`config.mk`:
```
export PLATFORM = sky130hd
export DESIGN_NAME = alu_cmd_sequencer
export DESIGN_NICKNAME = d
export VERILOG_FILES = /design/src/rtl/alu_pkg.sv /design/src/rtl/alu_op_decode.sv /design/src/rtl/alu_cmd_sequencer.sv
export SDC_FILE = /design/constraint.sdc
export NUM_CORES = 1
export LEC_CHECK = 0
export CAP_MARGIN = 20
export CORE_MARGIN = 2
export CORE_UTILIZATION = 66
export CTS_CLUSTER_DIAMETER = 100
export DETAILED_ROUTE_END_ITERATION = 6
export DONT_BUFFER_PORTS = 1
export GPL_TIMING_DRIVEN = 0
export PLACE_DENSITY = 0.82
export SLEW_MARGIN = 20
export SYNTH_ARGS = -nofsm -noshare
export SYNTH_HDL_FRONTEND = slang
export SYNTH_SLANG_ARGS = --single-unit
```
`constraint.sdc`:
```
create_clock -name clk -period 2.1 [get_ports clk]
set_input_delay 0.42 -clock clk [delete_from_list [all_inputs] [get_ports clk]]
set_output_delay 0.42 -clock clk [all_outputs]
set_load 0.005 [all_outputs]
```
`src/rtl/alu_pkg.sv`:
```
// Shared encodings for the accumulator ALU and its command sequencer.
package alu_pkg;

  typedef enum logic [1:0] {
    S_off       = 2'b00,
    S_ready     = 2'b01,
    S_run       = 2'b10,
    S_run_error = 2'b11
  } alu_state_e;

  localparam logic [2:0] IN_PERSIST = 3'b100;
  localparam logic [2:0] IN_LOAD    = 3'b010;
  localparam logic [2:0] IN_RESET   = 3'b001;

  localparam logic [6:0] OUT_NONE = 7'b0000000;
  localparam logic [6:0] OUT_AND  = 7'b0000001;
  localparam logic [6:0] OUT_OR   = 7'b0000010;
  localparam logic [6:0] OUT_XOR  = 7'b0000100;
  localparam logic [6:0] OUT_NOT  = 7'b0001000;
  localparam logic [6:0] OUT_ADD  = 7'b0010000;
  localparam logic [6:0] OUT_SUB  = 7'b0100000;
  localparam logic [6:0] OUT_MULT = 7'b1000000;

  localparam logic [2:0] OP_AND  = 3'd0;
  localparam logic [2:0] OP_OR   = 3'd1;
  localparam logic [2:0] OP_XOR  = 3'd2;
  localparam logic [2:0] OP_NOT  = 3'd3;
  localparam logic [2:0] OP_ADD  = 3'd4;
  localparam logic [2:0] OP_SUB  = 3'd5;
  localparam logic [2:0] OP_MULT = 3'd6;
  localparam logic [2:0] OP_CLR  = 3'd7;

  typedef enum logic [2:0] {
    ST_INIT  = 3'd0,
    ST_IDLE  = 3'd1,
    ST_ISSUE = 3'd2,
    ST_EXEC  = 3'd3,
    ST_RESP  = 3'd4
  } seq_state_e;

endpackage

```
`src/rtl/alu_op_decode.sv`:
```
// Maps a sequencer opcode to the ALU one-hot output select; CLR selects nothing.
module alu_op_decode
  import alu_pkg::*;
(
  input  logic [2:0] op,
  output logic [6:0] out_sel
);

  // opcode to one-hot output select
  always_comb begin
    case (op)
      OP_AND:  out_sel = OUT_AND;
      OP_OR:   out_sel = OUT_OR;
      OP_XOR:  out_sel = OUT_XOR;
      OP_NOT:  out_sel = OUT_NOT;
      OP_ADD:  out_sel = OUT_ADD;
      OP_SUB:  out_sel = OUT_SUB;
      OP_MULT: out_sel = OUT_MULT;
      default: out_sel = OUT_NONE;
    endcase
  end

endmodule

```
`src/rtl/alu_cmd_sequencer.sv`:
```
// Command front-end for the accumulator ALU: accepts commands, sequences the
// ALU load/execute cycles and returns result plus error over a response handshake.
module alu_cmd_sequencer
  import alu_pkg::*;
#(
  parameter int WIDTH = 8
) (
  input  logic             clk,
  input  logic             rst_n,
  input  logic             cmd_valid,
  output logic             cmd_ready,
  input  logic [2:0]       cmd_op,
  input  logic             cmd_chain,
  input  logic [WIDTH-1:0] cmd_a,
  input  logic [WIDTH-1:0] cmd_b,
  output logic             rsp_valid,
  input  logic             rsp_ready,
  output logic [WIDTH-1:0] rsp_data,
  output logic             rsp_err,
  output logic             alu_on,
  output logic [2:0]       alu_in_sel,
  output logic [WIDTH-1:0] alu_num1,
  output logic [WIDTH-1:0] alu_num2,
  output logic [6:0]       alu_out_sel,
  input  logic [WIDTH-1:0] alu_result,
  input  logic [1:0]       alu_next
);

  seq_state_e       state_q, state_d;
  logic [2:0]       op_q, op_d;
  logic [WIDTH-1:0] a_q, a_d;
  logic [WIDTH-1:0] b_q, b_d;
  logic [WIDTH-1:0] acc_q, acc_d;
  logic [WIDTH-1:0] rsp_data_q, rsp_data_d;
  logic             rsp_err_q, rsp_err_d;
  logic [6:0]       dec_out_sel;

  alu_op_decode u_op_decode (
    .op      (op_q),
    .out_sel (dec_out_sel)
  );

  // next-state and datapath register updates
  always_comb begin
    state_d    = state_q;
    op_d       = op_q;
    a_d        = a_q;
    b_d        = b_q;
    acc_d      = acc_q;
    rsp_data_d = rsp_data_q;
    rsp_err_d  = rsp_err_q;
    case (state_q)
      ST_INIT: state_d = ST_IDLE;
      ST_IDLE: begin
        if (cmd_valid) begin
          op_d    = cmd_op;
          a_d     = cmd_chain ? acc_q : cmd_a;
          b_d     = cmd_b;
          state_d = ST_ISSUE;
        end else begin
          state_d = ST_IDLE;
        end
      end
      ST_ISSUE: begin
        if (op_q == OP_CLR) begin
          acc_d      = '0;
          rsp_data_d = '0;
          rsp_err_d  = 1'b0;
          state_d    = ST_RESP;
        end else begin
          state_d = ST_EXEC;
        end
      end
      ST_EXEC: begin
        // the error is reported but the accumulator still takes the result
        rsp_data_d = alu_result;
        acc_d      = alu_result;
        rsp_err_d  = (alu_next == S_run_error);
        state_d    = ST_RESP;
      end
      ST_RESP: begin
        if (rsp_ready) begin
          state_d = ST_IDLE;
        end else begin
          state_d = ST_RESP;
        end
      end
      default: state_d = ST_INIT;
    endcase
  end

  // state and datapath registers
  always_ff @(posedge clk or negedge rst_n) begin
    if (!rst_n) begin
      state_q    <= ST_INIT;
      op_q       <= 3'd0;
      a_q        <= '0;
      b_q        <= '0;
      acc_q      <= '0;
      rsp_data_q <= '0;
      rsp_err_q  <= 1'b0;
    end else begin
      state_q    <= state_d;
      op_q       <= op_d;
      a_q        <= a_d;
      b_q        <= b_d;
      acc_q      <= acc_d;
      rsp_data_q <= rsp_data_d;
      rsp_err_q  <= rsp_err_d;
    end
  end

  // handshake and ALU control decode from state and latched command
  always_comb begin
    cmd_ready   = 1'b0;
    rsp_valid   = 1'b0;
    alu_on      = 1'b1;
    alu_in_sel  = IN_LOAD;
    alu_out_sel = OUT_NONE;
    case (state_q)
      ST_INIT: begin
        // keeps the ALU off while reset is still asserted
        alu_on     = rst_n;
        alu_in_sel = IN_RESET;
      end
      ST_IDLE:  cmd_ready = 1'b1;
      ST_ISSUE: alu_in_sel = (op_q == OP_CLR) ? IN_RESET : IN_LOAD;
      ST_EXEC:  alu_out_sel = dec_out_sel;
      ST_RESP:  rsp_valid = 1'b1;
      default: begin
        alu_on     = 1'b0;
        alu_in_sel = IN_RESET;
      end
    endcase
  end

  assign alu_num1 = a_q;
  assign alu_num2 = b_q;
  assign rsp_data = rsp_data_q;
  assign rsp_err  = rsp_err_q;

endmodule

```
==> results of run 1 <==
[cell families (layout without fill, tap and decap cells)]
logic type      after synthesis  in the layout
compound gates               25             25
other cells                   1              1
simple gates                 29             29
buf+inv                      14             24
mux                          20             20
flops                        31             31
[critical path, cell delays in order (launching register included)]
cell     delay, ns
dfrtp_1       0.43
buf_6         0.15
and3b_1       0.20
buf_4         0.17
nand2_2       0.09
nor3b_2       0.21
[power groups by stage]
stage | registers, mW | clock network (mW) | logic, mW
6_report | 1.13 | 0.333 | 1.07
5_1_grt | 1.17 | 0.369 | 1.19
3_3_place_gp | 1.12 | 0 | 0.996
2_1_floorplan | 1.08 | 0 | 0.899
3_5_place_dp | 1.15 | 0 | 1.05
4_1_cts | 1.14 | 0.339 | 1.07
[metal layers]
metal,wire [um],vias to the layer above,GRT usage,share of wire
met5,0,-,0,0
met4,29,0,0.127,0.0097
met3,305,5,0.0848,0.10
met2,1480,48,0.400,0.49
met1,1190,455,0.321,0.40
li1,-,451,-,-
[cells in the final DEF, fill, tap and decap left out, drive strengths merged]
cell type,instances
a32o,1
mux2,11
a41o,1
conb,1
nor4bb,1
nor3,5
clkinv,1
a31o,1
o21bai,1
nand2,2
clkbuf,7
dfrtp,31
dlygate4sd3,1
clkinvlp,1
and3b,1
a21oi,10
nor4,1
nor3b,1
buf,12
mux2i,9
o31ai,1
a22o,8
nor4b,1
o21ba,1
nand3,3
nand2b,2
o22ai,1
nor2,12
inv,2
[worst paths after layout]
check / start / endpoint / slack [ns] / cells past startpoint
worst max-delay path: state_q[2] / alu_out_sel[6] / 0.10 / 5
worst min-delay path: alu_result[3] / rsp_data[3] / 0.22 / 1
worst max register to register: state_q[1] / alu_num2[5] / 0.64 / 4
worst min register to register: rsp_err / rsp_err / 0.53 / 1
max in group asynchronous: rst_n / rsp_data[6] / 1.41 / 2
min in group asynchronous: rst_n / alu_num1[3] / 0.52 / 2
[repair_timing]
action,CTS,global route
gates resized for setup,0,1
hold buffers,2,0
setup endpoints to repair,0,2
endpoints found under the hold margin,31,0
[area by class of cell]
cell class | count | area, sq um
plain buffers | 12 | 105
repair buffers | 2 | 30.0
fillers | 151 | 552
clock inverters | 2 | 12.5
clock buffers | 6 | 41.3
well taps | 28 | 35.0
inverters | 2 | 7.51
flip-flops and latches | 31 | 776
multi-input cells | 75 | 589
[sequential cells by signal, indices dropped and copies added, names as in the netlist]
name / cells
state_q: 3
rsp_err: 1
op_q: 3
alu_num2: 8
rsp_data: 8
alu_num1: 8
[through the flow]
| step | hold WS (ns) | cell area [sq um] | setup TNS, ns | utilization | instances |
|---|---|---|---|---|---|
| detailed placement | 0.125 | 1510 | 0 | 0.701 | 148 |
| floorplan | 0.124 | 1470 | 0 | - | 120 |
| global placement | 0.125 | 1510 | 0 | 0.701 | 148 |
| global route | 0.194 | 1600 | -0.00166 | 0.743 | 158 |
| CTS | 0.209 | 1590 | 0 | 0.740 | 158 |
| finish | 0.218 | 1600 | 0 | 0.743 | 158 |
==> impl_results.md, run 1 <==
- Drt wl/cell: approximately 19 um
- Post-synth cell types: 33
- Clock root cell: clkbuf_4
- Num ports: a little over 70
- Synth top area share: 0.527
- Psw: around 0.97 mW
- Sw Ratio: 0.381
- Compound-Gate Fraction of Synth Area: 0.122
- DR vias: 959
- Max_slew headroom: 0.624
- Main synth FF type: dfrtp_1
- TritonCTS buffer count: 5
- Arrival time at the worst endpoint: around 1.6 ns
- Largest net degree at the start of global routing: 32
- Crit path max fanout: 10
- Tmin final: 2.00 ns
- GRT Residual Overflow: 0
- # port buffers: 0
- Layout cells sized above 1: 0.285
- Die X-Extent: 51.2 um
- XOR/XNOR Fraction of Synth Area: 0
- Synth Cell Area: between 1000 and 1500 sq um
- Startpoint class of the critical path: register
- Part of the Yosys area used for sequential elements: 0.527
- CTS tree: done
- Maxcap violations: 0
- #FFs+latches synth: 31
- Worst hold path class: input port to register
- EDFF count, synth: 0
- Max Clk Rate: 500 MHz
- Routed Antenna Nets: 0
- Cell with the most instances after synthesis: dfrtp_1
- Final setup fails: 0
- Pwr Total: ~2.5 mW
- Site Rows: 17
- Initial antenna violation count: 0
- Synth area leaders: dfrtp_1, mux2i_1, mux2_2
- Detailed Routing Iterations Pass 1: 4
- Ys Warns: 0
- Area grow syn2layout: 8.50%
- Status: finished clean
- DR iter-0 viols: 16
- Syn Inst Count: 120
- Leakage: ~0.71 nW
- Full die area: 2620 sq um
- Post-placement setup slack: 0.448 ns
- Vias in the first global route: between 900 and 1000
- Mapped Nets: 154
- Layout net count: between 150 and 200
- Core area: between 2000 and 2500 sq um
- Clock-pin slew on the worst setup and hold paths: approximately 0.090 ns
- Mux cell area share after synthesis: 0.153
- Initial Util: 0.685
- Least-Margin Pin Slew: between 0.5 and 0.6 ns
- Data required time of the critical path: around 1.7 ns
- Vias per cell: slightly above 6
- Int Pwr: 1.57 mW
- Asr flop ratio synth: 1.00
- Adder-Cell Fraction of Synth Area: 0
- PwrDens: 1590 nW/um^2
- Worst ir drop on vdd: about 0.96 mV
- DRC viols: 0
- Gpl congestion: 0.693
- Post-CTS setup repair buffer count: 0
- Crit share post-route: 0.952
- Global-route wire length before repair: around 4700 um
- Clk_lat worst skew: around 0.33 ns
- Synth Area in Simple Gates: 0.118
- Post-Route WL: 3000 um
- Top cells by count, synth: dfrtp_1, nor2_1, a21oi_1, mux2i_1
- Final HPWL DP: roughly 2100 um
- WS Path Type: register to primary output
- Worst setup margin: ~0.1 ns
- # diodes: 0
- Clock share of power: 0.131
- Crit. End Element: primary output
- Reg power frac: 0.446
- Max Root-Sink Buffers: 2
- Die Y: ~51 um
- Tot GR Track Use: 0.256
- Yosys top cell by area: dfrtp_1
- Syn Area/Cell: about 12 sq um
- Main combinational cell family by area after synthesis: multiplexers
- Clk sinks: 31
- Final Hold Violating Endpoints: 0
- CTS H-tree lvls: 2
- Combinational power share: 0.423
- Pins Over Slew Limit: 0
- Clock Skew: around 0.0067 ns
No activity file was read; power rests on OpenSTA's default activity.
==> inputs of run 2 (changes only) <==
--- a/config.mk
+++ b/config.mk
@@ -6,7 +6,6 @@
 export NUM_CORES = 1
 export LEC_CHECK = 0
 export CAP_MARGIN = 20
-export CORE_MARGIN = 2
 export CORE_UTILIZATION = 66
 export CTS_CLUSTER_DIAMETER = 100
 export DETAILED_ROUTE_END_ITERATION = 6
==> run 2 against run 1 <==
Effect of this change: cell area up 0.47%; maximum frequency down 2.9%; final cell count down 0.63%; worst setup slack worse by 0.060 ns; register-to-register slack about the same; clock power up 18%; first-iteration DRC count up 44%; sequential share of layout area down 0.23 points; flip-flop and latch count unchanged; clock skew up 0.0027 ns; critical path depth unchanged; non-clock buffer count unchanged; largest cell class unchanged; largest power group unchanged.
==> impl_results.md, run 2 (same netlist as run 1, synthesis figures left out) <==
- Max Root-Sink Buffers: 2 (unchanged)
- CTS tree: done
- Arrival time at the worst endpoint: 1.64 ns (+0.06 ns)
- Initial Util: 0.728 (+0.0428)
- Leakage: 0.718 nW (+1.3%)
- Hold WS: 0.219 ns (+0.000992 ns)
- GRT Residual Overflow: 0 (unchanged)
- Pins Over Slew Limit: 0 (unchanged)
- DR iter-0 viols: 23 (+7)
- Post-Layout Cell Count: 157 (-0.63%)
- Final HPWL DP: 2040 um (-2.1%)
- Tmin final: 2.06 ns (+0.0604 ns)
- Worst setup margin: 0.0398 ns (-0.0604 ns)
- Clock Skew: 0.00943 ns (+0.00273 ns)
- Max Clk Rate: 485 MHz (-2.9%)
- Data required time of the critical path: 1.68 ns (about the same)
- Vias per cell: 6.07 (about the same)
- Filler instances: 124 (-18%)
- Crit path max fanout: 10 (unchanged)
- # port buffers: 0 (unchanged)
- Startpoint class of the critical path: register
- Clk sinks: 31 (unchanged)
- Most frequent cells in the layout: dfrtp_1, nor2_1, a21oi_1
- Sequential cell area: 776 sq um (unchanged)
- Setup TNS Final: 0 ns (unchanged)
- Dpl cells: 147 (-0.68%)
- Clock root cell: clkbuf_4
- Layout cells sized above 1: 0.277 (-0.00769)
- Final Hold Violating Endpoints: 0 (unchanged)
- Maxcap violations: 0 (unchanged)
- Full die area: 2420 sq um (-7.7%)
- Commonest non-fill, non-tap cell in the layout: dfrtp_1
- Max_slew headroom: 0.600 (-0.0232)
- Final setup fails: 0 (unchanged)
- Num ports: 72 (unchanged)
- Detailed Routing Iterations Pass 1: 4 (unchanged)
- Crit share post-route: 0.981 (+0.0288)
- DR vias: 953 (-0.63%)
- TritonCTS buffer count: 5 (unchanged)
- Crit. End Element: primary output
- Fin area: 1600 sq um (+0.47%)
- Post-cts sizing count: 0 (unchanged)
- Post-place instance area: 1510 sq um (about the same)
- PwrDens: 1620 nW/um^2 (+2.0%)
- Clock-pin slew on the worst setup and hold paths: 0.09 ns (about the same)
- Final core utilization: 0.793 (+0.0502)
- Post-Route WL: 2970 um (-1.1%)
- Worst ir drop on vdd: 1.03 mV (+8.3%)
- Vias in the first global route: 955 (-0.31%)
- Die X-Extent: 49.2 um (-3.9%)
- Worst R2R Setup Slack: 0.64 ns (about the same)
- Site Rows: 16 (-1)
- Worst hold path class: input port to register
- Post-CTS setup repair buffer count: 0 (unchanged)
- Post-cts hold buffer count: 2 (unchanged)
- WS Path Type: register to primary output
- RSZ-0062 raised after global routing: no
- DRC viols: 0 (unchanged)
- Clk_lat worst skew: 0.34 ns (about the same)
- Core area: 2020 sq um (-5.9%)
- Gpl congestion: 0.708 (+2.1%)
- Post-placement setup slack: 0.450 ns (+0.00196 ns)
- Status: finished clean
- Pwr Total: 2.60 mW (+2.5%)
- Drt wl/cell: 18.9 um (-0.47%)
- Layout net count: 163 (unchanged)
- Multi-input gate area: 583 sq um (-1.1%)
- Routed Antenna Nets: 0 (unchanged)
- Largest net degree at the start of global routing: 32 (unchanged)
- Initial antenna violation count: 0 (unchanged)
- # diodes: 0 (unchanged)
- CTS H-tree lvls: 2 (unchanged)
- Global-route wire length before repair: 4600 um (-1.9%)
- Die Y: 49.2 um (-3.9%)
- Tot GR Track Use: 0.268 (+0.0114)
- Area grow syn2layout: 9.01%
- Least-Margin Pin Slew: 0.599 ns (+0.0348 ns)
## run 2: changes by cell type in the layout (fill, tap and decap cells not counted)
cell / delta
clkbuf_8: +2
clkinv_2: -1
clkinvlp_4: -1
nor4b_1: +1
nor4b_2: -1
## run 2: per-layer routing
layer / share of wire / track usage / vias up
met2: 0.48 / 0.452 / 51
met4: 0.017 / 0.118 / 0
met5: 0 / 0 / -
met1: 0.41 / 0.299 / 452
met3: 0.085 / 0.0997 / 6
li1: - / - / 444
## run 2: worst paths after layout
check                               from             end  depth (start not counted)
min in group asynchronous          rst_n         op_q[0]                          2
max                           state_q[2]  alu_out_sel[6]                          5
min                        alu_result[4]     rsp_data[4]                          1
min reg2reg                      rsp_err         rsp_err                          1
max in group asynchronous          rst_n     alu_num1[7]                          2
max reg2reg                   state_q[2]     alu_num2[4]                          4
## run 2: report_power, final
part / total (mW) / internal (mW) / leakage [nW] / switching [mW]
logic: 1.08 / 0.546 / 0.309 / 0.534
clock network: 0.394 / 0.197 / 0.0386 / 0.197
registers: 1.13 / 0.895 / 0.370 / 0.233
total: 2.60 / 1.64 / 0.718 / 0.964
## run 2: critical path, stage by stage (launching register included)
cell and delay, ns:
dfrtp_1 0.43, buf_6 0.15, and3b_1 0.22, buf_4 0.19, nand2_2 0.10, nor3b_2 0.22
## run 2: final cells by class
type / count / area share
Multi-Input combinational cell: 75 / 0.363
Sequential cell: 31 / 0.484
Buffer: 12 / 0.0655
Inverter: 2 / 0.00468
Tap cell: 27 / 0.0211
Timing Repair Buffer: 2 / 0.0187
Clock buffer: 8 / 0.0429
==> inputs of run 3 (changes only) <==
--- a/config.mk
+++ b/config.mk
@@ -5,7 +5,7 @@
 export SDC_FILE = /design/constraint.sdc
 export NUM_CORES = 1
 export LEC_CHECK = 0
-export CAP_MARGIN = 20
+export CAP_MARGIN = 25
 export CORE_UTILIZATION = 66
 export CTS_CLUSTER_DIAMETER = 100
 export DETAILED_ROUTE_END_ITERATION = 6
==> results of run 3 <==
Final layout, timing and power as in run 2 (identical DEF).
==> RTL edit (flow settings as in run 3) <==
Reset style: synchronous (`rst_n`), changed in one clocked block.
--- a/src/rtl/alu_cmd_sequencer.sv
+++ b/src/rtl/alu_cmd_sequencer.sv
@@ -90,7 +90,7 @@
   end
 
   // state and datapath registers
-  always_ff @(posedge clk or negedge rst_n) begin
+  always_ff @(posedge clk) begin
     if (!rst_n) begin
       state_q    <= ST_INIT;
       op_q       <= 3'd0;
Behaviour: differs if rst_n is asserted again (counterexample within 4 cycles, from zero or initial values and one cycle with rst_n low); with rst_n held inactive, the same outputs for 10 cycles.
==> RTL edit against run 3 <==
Wire length is 11% higher. Critical path depth is 1 lower. Fmax is 6.5% higher. Sequential cell count stayed put. Area after synthesis is 0.26% lower. Cell area is 1.0% lower. Worst setup slack better by 130 ps. Critical path type unchanged.
Power is not compared: it rests on default switching activity, and its combinational part moved more than twofold at a synthesized area within 25%.
==> RTL edit: results <==
set metrics [dict create \
    routed-wl-met3_um 303 \
    power.net_switching_uw 309 \
    synthFlopType "dfxtp_1" \
    port_buffers 0 \
    synth_common_cells "nand2_1, dfxtp_1, a21boi_0" \
    grt_max_degree 11 \
    antenna_found_initial 0 \
    pwr-share-clk 0.371 \
    htreeDepth 2 \
    drtPass1Iterations 5 \
    grt_pass1_vias 1193 \
    cts_max_path_buffers 2 \
    worstPathArrival_ps 1520 \
    cts.reportedPaths.clkPinSlew_ps 90 \
    ys_types 30 \
    layout.nets 210 \
    synthTopCellsByArea "dfxtp_1, nand2_1, a21boi_0" \
    n_fill_cell 138 \
    yosysWarnings 0 \
    peakVddDrop_v 0.000805 \
    gp_congestion 0.828 \
    grt_pass1_wl_um 5230 \
    fin_cells 204 \
    met2_usage 0.493 \
    wl_met2_um 1580 \
    antennaDiodeCount 0 \
    drive_gt1_frac 0.119 \
    fin_worst_skew_ps 10.1 \
    numCtsBuffers 5 \
    wl_per_cell_um 16.1 \
    status "completed" \
    max_stage_delay_ps 360 \
    post-dp-hpwl_um 2400 \
    wl_met1_um 1340 \
    vias_per_cell 5.98 \
    dr.first_iter.drc_count 24 \
    min_path_type "primary input to register" \
    synth.avg_cell_area_um2 8.68 \
    grt_use_total 0.288 \
    yosysSeqAreaShare 0.423 \
    globalRouteMet1Util 0.318 \
    power.leakage_uw 0.000685 \
    async_flop_share 0 \
    clkLatencyLatePin_ps 320 \
    power_density_nw_per_um2 808 \
    met3_usage 0.106 \
    top_layer "met4" \
    crit_slowest_cell "dfxtp_1" \
]
[RTL edit: cell families (layout without fill, tap and decap cells)]
group / after synthesis / in the layout / share of synthesized area
AO/OA/AOI/OAI: 43 / 43 / 0.213
buffers and inverters: 16 / 24 / 0.0793
flip-flops: 31 / 31 / 0.423
multiplexers: 9 / 9 / 0.0614
other: 1 / 1 / 0.00256
AND/OR/NAND/NOR: 69 / 69 / 0.221
[RTL edit: critical path: cells and delay by family, from the launching register on]
family / cells / cell delay (ps)
buffers and inverters: 1 / 210
DFF: 1 / 360
and+or+nand+nor: 3 / 640
[RTL edit: area by class of cell]
type | count | area share
sequential | 31 | 0.391
multi-input combinational | 122 | 0.460
buffer | 15 | 0.0709
clock buffer | 6 | 0.0323
tap | 27 | 0.0213
clock inverter | 2 | 0.0221
inverter | 1 | 0.00236
[RTL edit: per-stage QoR]
| stage | setup WS, ps | cell area, µm² | util | hold WS [ps] |
|---|---|---|---|---|
| after detailed placement | 526 | 1500 | 0.743 | 479 |
| after CTS | 172 | 1590 | 0.785 | 224 |
| final | 165 | 1590 | 0.785 | 230 |
| after floorplan | 646 | 1470 | - | 451 |
| after global routing | 57.1 | 1590 | 0.785 | 216 |
| after global placement | 561 | 1500 | 0.743 | 464 |
[RTL edit: worst paths after layout]
| path | startpoint | endpoint | slack, ps | depth (start not counted) |
|---|---|---|---|---|
| worst min-delay path | alu_result[6] | rsp_data[6]$_SDFFE_PN0P_ | 230 | 2 |
| worst min register to register | alu_num2[4]$_SDFFE_PN0P_ | alu_num2[4]$_SDFFE_PN0P_ | 490 | 2 |
| worst max register to register | state_q[2]$_SDFF_PN0_ | rsp_data[7]$_SDFFE_PN0P_ | 740 | 4 |
| worst max-delay path | state_q[1]$_SDFF_PN0_ | alu_out_sel[0] | 160 | 4 |
